==> src/rtl/alu_reservation_station.sv <==
// Reservation station for the integer ALU: buffers dispatched ops, snoops both CDBs
// for operand wakeup, and issues the lowest-index ready op as a registered packet.
module alu_reservation_station #(
    parameter int RS_SIZE    = 8,
    parameter int RS_WIDTH   = 3,
    parameter int ROB_WIDTH  = 4,
    parameter int OP_WIDTH   = 6,
    parameter int DATA_WIDTH = 32,
    parameter int ADDR_WIDTH = 32
) (
    input  logic                  clk_in,
    input  logic                  rst_in,
    input  logic                  rdy_in,
    input  logic                  clear_in,
    input  logic                  valid_dsp_in,
    input  logic [ADDR_WIDTH-1:0] pc_dsp_in,
    input  logic [OP_WIDTH-1:0]   opcode_dsp_in,
    input  logic                  qj_busy_dsp_in,
    input  logic                  qk_busy_dsp_in,
    input  logic [ROB_WIDTH-1:0]  qj_dsp_in,
    input  logic [ROB_WIDTH-1:0]  qk_dsp_in,
    input  logic [DATA_WIDTH-1:0] vj_dsp_in,
    input  logic [DATA_WIDTH-1:0] vk_dsp_in,
    input  logic [DATA_WIDTH-1:0] imm_dsp_in,
    input  logic [ROB_WIDTH-1:0]  rob_id_dsp_in,
    output logic                  full_dsp_out,
    input  logic                  rdy_a_cdb_in,
    input  logic [ROB_WIDTH-1:0]  rob_id_a_cdb_in,
    input  logic [DATA_WIDTH-1:0] result_a_cdb_in,
    input  logic                  rdy_l_cdb_in,
    input  logic [ROB_WIDTH-1:0]  rob_id_l_cdb_in,
    input  logic [DATA_WIDTH-1:0] result_l_cdb_in,
    input  logic                  idle_alu_in,
    output logic                  rdy_alu_out,
    output logic [ADDR_WIDTH-1:0] pc_alu_out,
    output logic [OP_WIDTH-1:0]   opcode_alu_out,
    output logic [DATA_WIDTH-1:0] vj_alu_out,
    output logic [DATA_WIDTH-1:0] vk_alu_out,
    output logic [DATA_WIDTH-1:0] imm_alu_out,
    output logic [ROB_WIDTH-1:0]  rob_id_alu_out
);

    logic [RS_SIZE-1:0]    busy, qj_busy, qk_busy;
    logic [ADDR_WIDTH-1:0] pc     [RS_SIZE];
    logic [OP_WIDTH-1:0]   opcode [RS_SIZE];
    logic [DATA_WIDTH-1:0] vj     [RS_SIZE];
    logic [DATA_WIDTH-1:0] vk     [RS_SIZE];
    logic [DATA_WIDTH-1:0] imm    [RS_SIZE];
    logic [ROB_WIDTH-1:0]  qj     [RS_SIZE];
    logic [ROB_WIDTH-1:0]  qk     [RS_SIZE];
    logic [ROB_WIDTH-1:0]  rob_id [RS_SIZE];

    logic [DATA_WIDTH-1:0] vj_nxt [RS_SIZE];
    logic [DATA_WIDTH-1:0] vk_nxt [RS_SIZE];
    logic [RS_SIZE-1:0]    qj_busy_nxt, qk_busy_nxt;
    logic [DATA_WIDTH-1:0] dj_val, dk_val;
    logic                  dj_busy, dk_busy;
    logic [RS_WIDTH-1:0]   free_idx, issue_idx;
    logic                  has_ready, dsp_en, issue_en;

    // Resolve one operand against both CDBs; ALU CDB wins on a (illegal) double match.
    function automatic logic [DATA_WIDTH:0] snoop(
        input logic                  q_busy,
        input logic [ROB_WIDTH-1:0]  q,
        input logic [DATA_WIDTH-1:0] v,
        input logic                  a_vld,
        input logic [ROB_WIDTH-1:0]  a_tag,
        input logic [DATA_WIDTH-1:0] a_val,
        input logic                  l_vld,
        input logic [ROB_WIDTH-1:0]  l_tag,
        input logic [DATA_WIDTH-1:0] l_val
    );
        if (q_busy && a_vld && q == a_tag) return {1'b0, a_val};
        if (q_busy && l_vld && q == l_tag) return {1'b0, l_val};
        return {q_busy, v};
    endfunction

    always_comb begin
        for (int i = 0; i < RS_SIZE; i++) begin
            {qj_busy_nxt[i], vj_nxt[i]} = snoop(qj_busy[i], qj[i], vj[i],
                rdy_a_cdb_in, rob_id_a_cdb_in, result_a_cdb_in,
                rdy_l_cdb_in, rob_id_l_cdb_in, result_l_cdb_in);
            {qk_busy_nxt[i], vk_nxt[i]} = snoop(qk_busy[i], qk[i], vk[i],
                rdy_a_cdb_in, rob_id_a_cdb_in, result_a_cdb_in,
                rdy_l_cdb_in, rob_id_l_cdb_in, result_l_cdb_in);
        end
        {dj_busy, dj_val} = snoop(qj_busy_dsp_in, qj_dsp_in, vj_dsp_in,
            rdy_a_cdb_in, rob_id_a_cdb_in, result_a_cdb_in,
            rdy_l_cdb_in, rob_id_l_cdb_in, result_l_cdb_in);
        {dk_busy, dk_val} = snoop(qk_busy_dsp_in, qk_dsp_in, vk_dsp_in,
            rdy_a_cdb_in, rob_id_a_cdb_in, result_a_cdb_in,
            rdy_l_cdb_in, rob_id_l_cdb_in, result_l_cdb_in);
    end

    // Priority encoders scan downward so the lowest index is the last assignment.
    always_comb begin
        free_idx  = '0;
        issue_idx = '0;
        has_ready = 1'b0;
        for (int i = RS_SIZE - 1; i >= 0; i--) begin
            if (!busy[i]) free_idx = RS_WIDTH'(i);
            if (busy[i] && !qj_busy[i] && !qk_busy[i]) begin
                issue_idx = RS_WIDTH'(i);
                has_ready = 1'b1;
            end
        end
    end

    assign full_dsp_out = &busy;
    assign dsp_en       = valid_dsp_in && !full_dsp_out;
    assign issue_en     = idle_alu_in && has_ready;

    // Stage boundary: entry control state and the registered issue packet.
    always_ff @(posedge clk_in or posedge rst_in) begin
        if (rst_in) begin
            busy           <= '0;
            qj_busy        <= '0;
            qk_busy        <= '0;
            rdy_alu_out    <= 1'b0;
            pc_alu_out     <= '0;
            opcode_alu_out <= '0;
            vj_alu_out     <= '0;
            vk_alu_out     <= '0;
            imm_alu_out    <= '0;
            rob_id_alu_out <= '0;
        end else if (rdy_in) begin
            if (clear_in) begin
                busy        <= '0;
                rdy_alu_out <= 1'b0;
            end else begin
                qj_busy     <= qj_busy_nxt;
                qk_busy     <= qk_busy_nxt;
                rdy_alu_out <= issue_en;
                if (issue_en) begin
                    busy[issue_idx] <= 1'b0;
                    pc_alu_out      <= pc[issue_idx];
                    opcode_alu_out  <= opcode[issue_idx];
                    vj_alu_out      <= vj[issue_idx];
                    vk_alu_out      <= vk[issue_idx];
                    imm_alu_out     <= imm[issue_idx];
                    rob_id_alu_out  <= rob_id[issue_idx];
                end
                if (dsp_en) begin
                    busy[free_idx]    <= 1'b1;
                    qj_busy[free_idx] <= dj_busy;
                    qk_busy[free_idx] <= dk_busy;
                end
            end
        end else begin
            rdy_alu_out <= 1'b0;
        end
    end

    // Stage boundary: entry payload; meaningless while the entry is not busy.
    always_ff @(posedge clk_in) begin
        if (rdy_in && !clear_in) begin
            for (int i = 0; i < RS_SIZE; i++) begin
                vj[i] <= vj_nxt[i];
                vk[i] <= vk_nxt[i];
            end
            if (dsp_en) begin
                pc[free_idx]     <= pc_dsp_in;
                opcode[free_idx] <= opcode_dsp_in;
                vj[free_idx]     <= dj_val;
                vk[free_idx]     <= dk_val;
                imm[free_idx]    <= imm_dsp_in;
                qj[free_idx]     <= qj_dsp_in;
                qk[free_idx]     <= qk_dsp_in;
                rob_id[free_idx] <= rob_id_dsp_in;
            end
        end
    end

endmodule
==> config.mk <==
export PLATFORM = sky130hd
export DESIGN_NAME = alu_reservation_station
export DESIGN_NICKNAME = d
export VERILOG_FILES = /design/src/rtl/alu_reservation_station.sv
export SDC_FILE = /design/constraint.sdc
export NUM_CORES = 2
export LEC_CHECK = 0
export BUFFER_PORTS_ARGS = -buffer_cell sky130_fd_sc_hd__buf_2
export CORE_ASPECT_RATIO = 0.75
export CORE_MARGIN = 2
export CORE_UTILIZATION = 25
export DETAILED_ROUTE_END_ITERATION = 7
export SKIP_CTS_REPAIR_TIMING = 1
export SYNTH_ARGS = -nofsm -noshare
export SYNTH_HDL_FRONTEND = slang
export SYNTH_SLANG_ARGS = --single-unit
==> constraint.sdc <==
create_clock -name clk_in -period 6.16 [get_ports clk_in]
set_input_delay 0.308 -clock clk_in [delete_from_list [all_inputs] [get_ports clk_in]]
set_output_delay 0.308 -clock clk_in [all_outputs]
set_load 0.01 [all_outputs]
==> qor.yml <==
fin_worst_skew_ns: 0.0703
ys_ff_latch: 1331
ys_warn_count: 0
r2r_end: "vj[3][30]$_DFFE_PP_"
drc: 0
seqPwrFrac: 0.433
worst-path-buf-inv: 3
r2r_cells: 9
cts_buffer_depth: 3
num_vias: 48500
hp-class: "input port to flip-flop"
r2r_slack_ns: 1.70
r2r-start: "busy[0]$_DFFE_PP0P_"
setup_violations: 0
clk_pin_slew_worst_paths_ns: 0.06
layout_common_cells: "edfxtp_1 (1168), a21oi_1 (445), nand2_1 (441)"
synth_edf_count: 1168
start_util: 0.252
cp.required_ns: 6.74
row_count: 161
grt_pass1_wl_um: 346000
p_sw_uw: 8100
relSlewSlack: 0.0476
fp.dieH_um: 444
wl_um: 245000
drv_slew: 0
cpMaxStageDelayCell: "nor3_1"
worstHoldStart: "vj_dsp_in[15]"
clkLatencyLatePin_ns: 0.81
nets: 5568
critPathArrivalTime_ns: 5.04
wl_per_cell_um: 27.5
hold_end: "vj[5][15]$_DFFE_PP_"
cts_tree: "done"
io_pins: 368
critical_path.max_fanout: 53
max_freq_mhz: 224
combPwrFrac: 0.209
rsz0062_at_grt: "no"
yosysSeqAreaShare: 0.606
drv_cap: 0
async_flop_share: 0.122
cts_max_level: 4
setup_tns_ns: 0
dr.pass1.iters: 8
crit_type: "flip-flop to flip-flop"
cts_inserted_buffers: 149
worstMarginPinSlew_ns: 1.43
synthTopCellsByArea: "edfxtp_1 (54%), dfrtp_1 (6.3%), mux2i_1 (5.6%)"
fin_crit_ns: 4.46
crit_path_start: "busy[0]$_DFFE_PP0P_"
hold_viol_final: 0
grt_pass1_vias: 46600
dieArea_mm2: 0.263
hold-path-cell-count: 4
drive_gt1_frac: 0.177
track_usage: 0.180
crit_top_cell: "buf_4"
cts-root-buf: "clkbuf_16"
syn-num-nets: 5441
dp.cells: 8523
yosysTopAreaCell: "edfxtp_1"
syn_area_mm2: 0.0646
grt_max_degree: 144
io_buffers: 367
globalplace.congestion: 0.873
via_per_inst: 5.44
switching_share: 0.323
synth-main-ff-cell: "edfxtp_1"
antenna_left: 0
layout_commonest_cell: "edfxtp_1"
fp.coreArea_mm2: 0.257
critPathMaxStageDelay_ns: 0.98
ys_types: 70
cp_cell_sequence: "nand4_1, nor3_1, nor2_1, nand2_1, buf_4, inv_6, or2_1, buf_4, o22ai_1"
start_kind: "flip-flop"
power_density_mw_per_mm2: 333
p_clk_frac: 0.358
synth_top_area_frac: 0.543
syn-instance-count: 5213
min_period_over_period: 0.725
p_int_uw: 17000
end_kind: "flip-flop"
vdd_drop_max_uv: 491
drt_iter0_markers: 5870
antenna_found_initial: 52
crit_family: "simple AND/OR/NAND/NOR gates"
gr-total-overflow: 0
area_growth_pct: 16.5
p_total_uw: 25100
die_w_um: 591
syn_area_per_cell_um2: 12.4
status: "completed"
power.leakage_uw: 0.0274
dp_hpwl_um: 139000
cts_sinks: 1331
final_cell_count_no_fill: 8907
==> metrics by stage <==
| stage | worst slack (ns) | cell area (µm²) | hold WS, ns | util |
|---|---|---|---|---|
| after global placement | 2.08 | 69500 | 0.456 | 0.271 |
| after floorplan | 1.45 | 64600 | 0.407 | - |
| final | 1.70 | 75300 | 0.0666 | 0.293 |
| after detailed placement | 2.00 | 69500 | 0.462 | 0.271 |
| after global routing | 1.55 | 75300 | 0.0141 | 0.293 |
| after CTS | 1.90 | 74400 | -0.324 | 0.290 |
==> flip-flops by register name (all words and copies together), names as in the netlist <==
name	cells
opcode	48
imm	256
vj_alu_out	32
opcode_alu_out	6
rdy_alu_out	1
pc_alu_out	32
vk	256
qj_busy	8
qj	32
vk_alu_out	32
vj	256
rob_id_alu_out	4
qk_busy	8
rob_id	32
busy	8
imm_alu_out	32
pc	256
qk	32
==> worst min-delay path: stages <==
cell     delay [ns]
buf_2          0.07
mux2_2         0.16
mux2i_4        0.10
o21ai_1        0.12
==> final cells by class <==
class	count	area, µm²
diodes	20	50.0
clock buffers	205	4180
clock inverters	70	699
fillers	25900	182000
inverters	37	179
multi-input cells	3255	22900
flip-flops and latches	1331	39200
well taps	3423	4280
repair buffers	566	3870
==> cell families (layout without fill, tap and decap cells) <==
kind of cell | count (synthesis) | count (layout) | synth area share
AO/OA/AOI/OAI | 1460 | 1460 | 0.155
flip-flops | 1331 | 1331 | 0.606
AND/OR/NAND/NOR | 1192 | 1192 | 0.0926
buffers and inverters | 627 | 878 | 0.0432
multiplexers | 480 | 480 | 0.0864
XOR/XNOR | 123 | 123 | 0.0167
other | 0 | 20 | 0
==> how the worst max path moves through the flow <==
stage                                     end  slack [ns]  cells past startpoint
after CTS                 vj[3][30]$_DFFE_PP_        1.90                      9
after global placement     vj[5][7]$_DFFE_PP_        2.08                      9
after global routing       vk[3][8]$_DFFE_PP_        1.55                      9
final                     vj[3][30]$_DFFE_PP_        1.70                      9
after detailed placement  vj[3][30]$_DFFE_PP_        2.00                      9
after floorplan           busy[0]$_DFFE_PP0P_        1.45                      1
==> routing by layer <==
| layer | routed length [µm] | up-vias | GRT usage |
|---|---|---|---|
| met3 | 27400 | 530 | 0.0531 |
| met1 | 99300 | 24400 | 0.241 |
| met4 | 9170 | 34 | 0.0658 |
| li1 | - | 20600 | - |
| met5 | 304 | - | 0.000916 |
| met2 | 108000 | 2963 | 0.274 |
==> synthesized netlist by cell type, drive strengths merged (160+ instances only) <==
master / count
buf: 257
clkbuf: 333
a21oi: 450
a221oi: 160
nand3: 297
o22ai: 298
edfxtp: 1168
nand2: 446
dfrtp: 163
mux2i: 416
a22o: 279
nor3: 304
==> power by group through the flow <==
stage                     Combinational, µW  Sequential (µW)  Clock (µW)
after global routing                   5590            10900        9480
final                                  5240            10900        9000
after detailed placement               5200            11100           0
after floorplan                        2850            11100           0
after global placement                 5140            11000           0
after CTS                              5210            10900        9130
No activity file was read; power rests on OpenSTA's default activity.
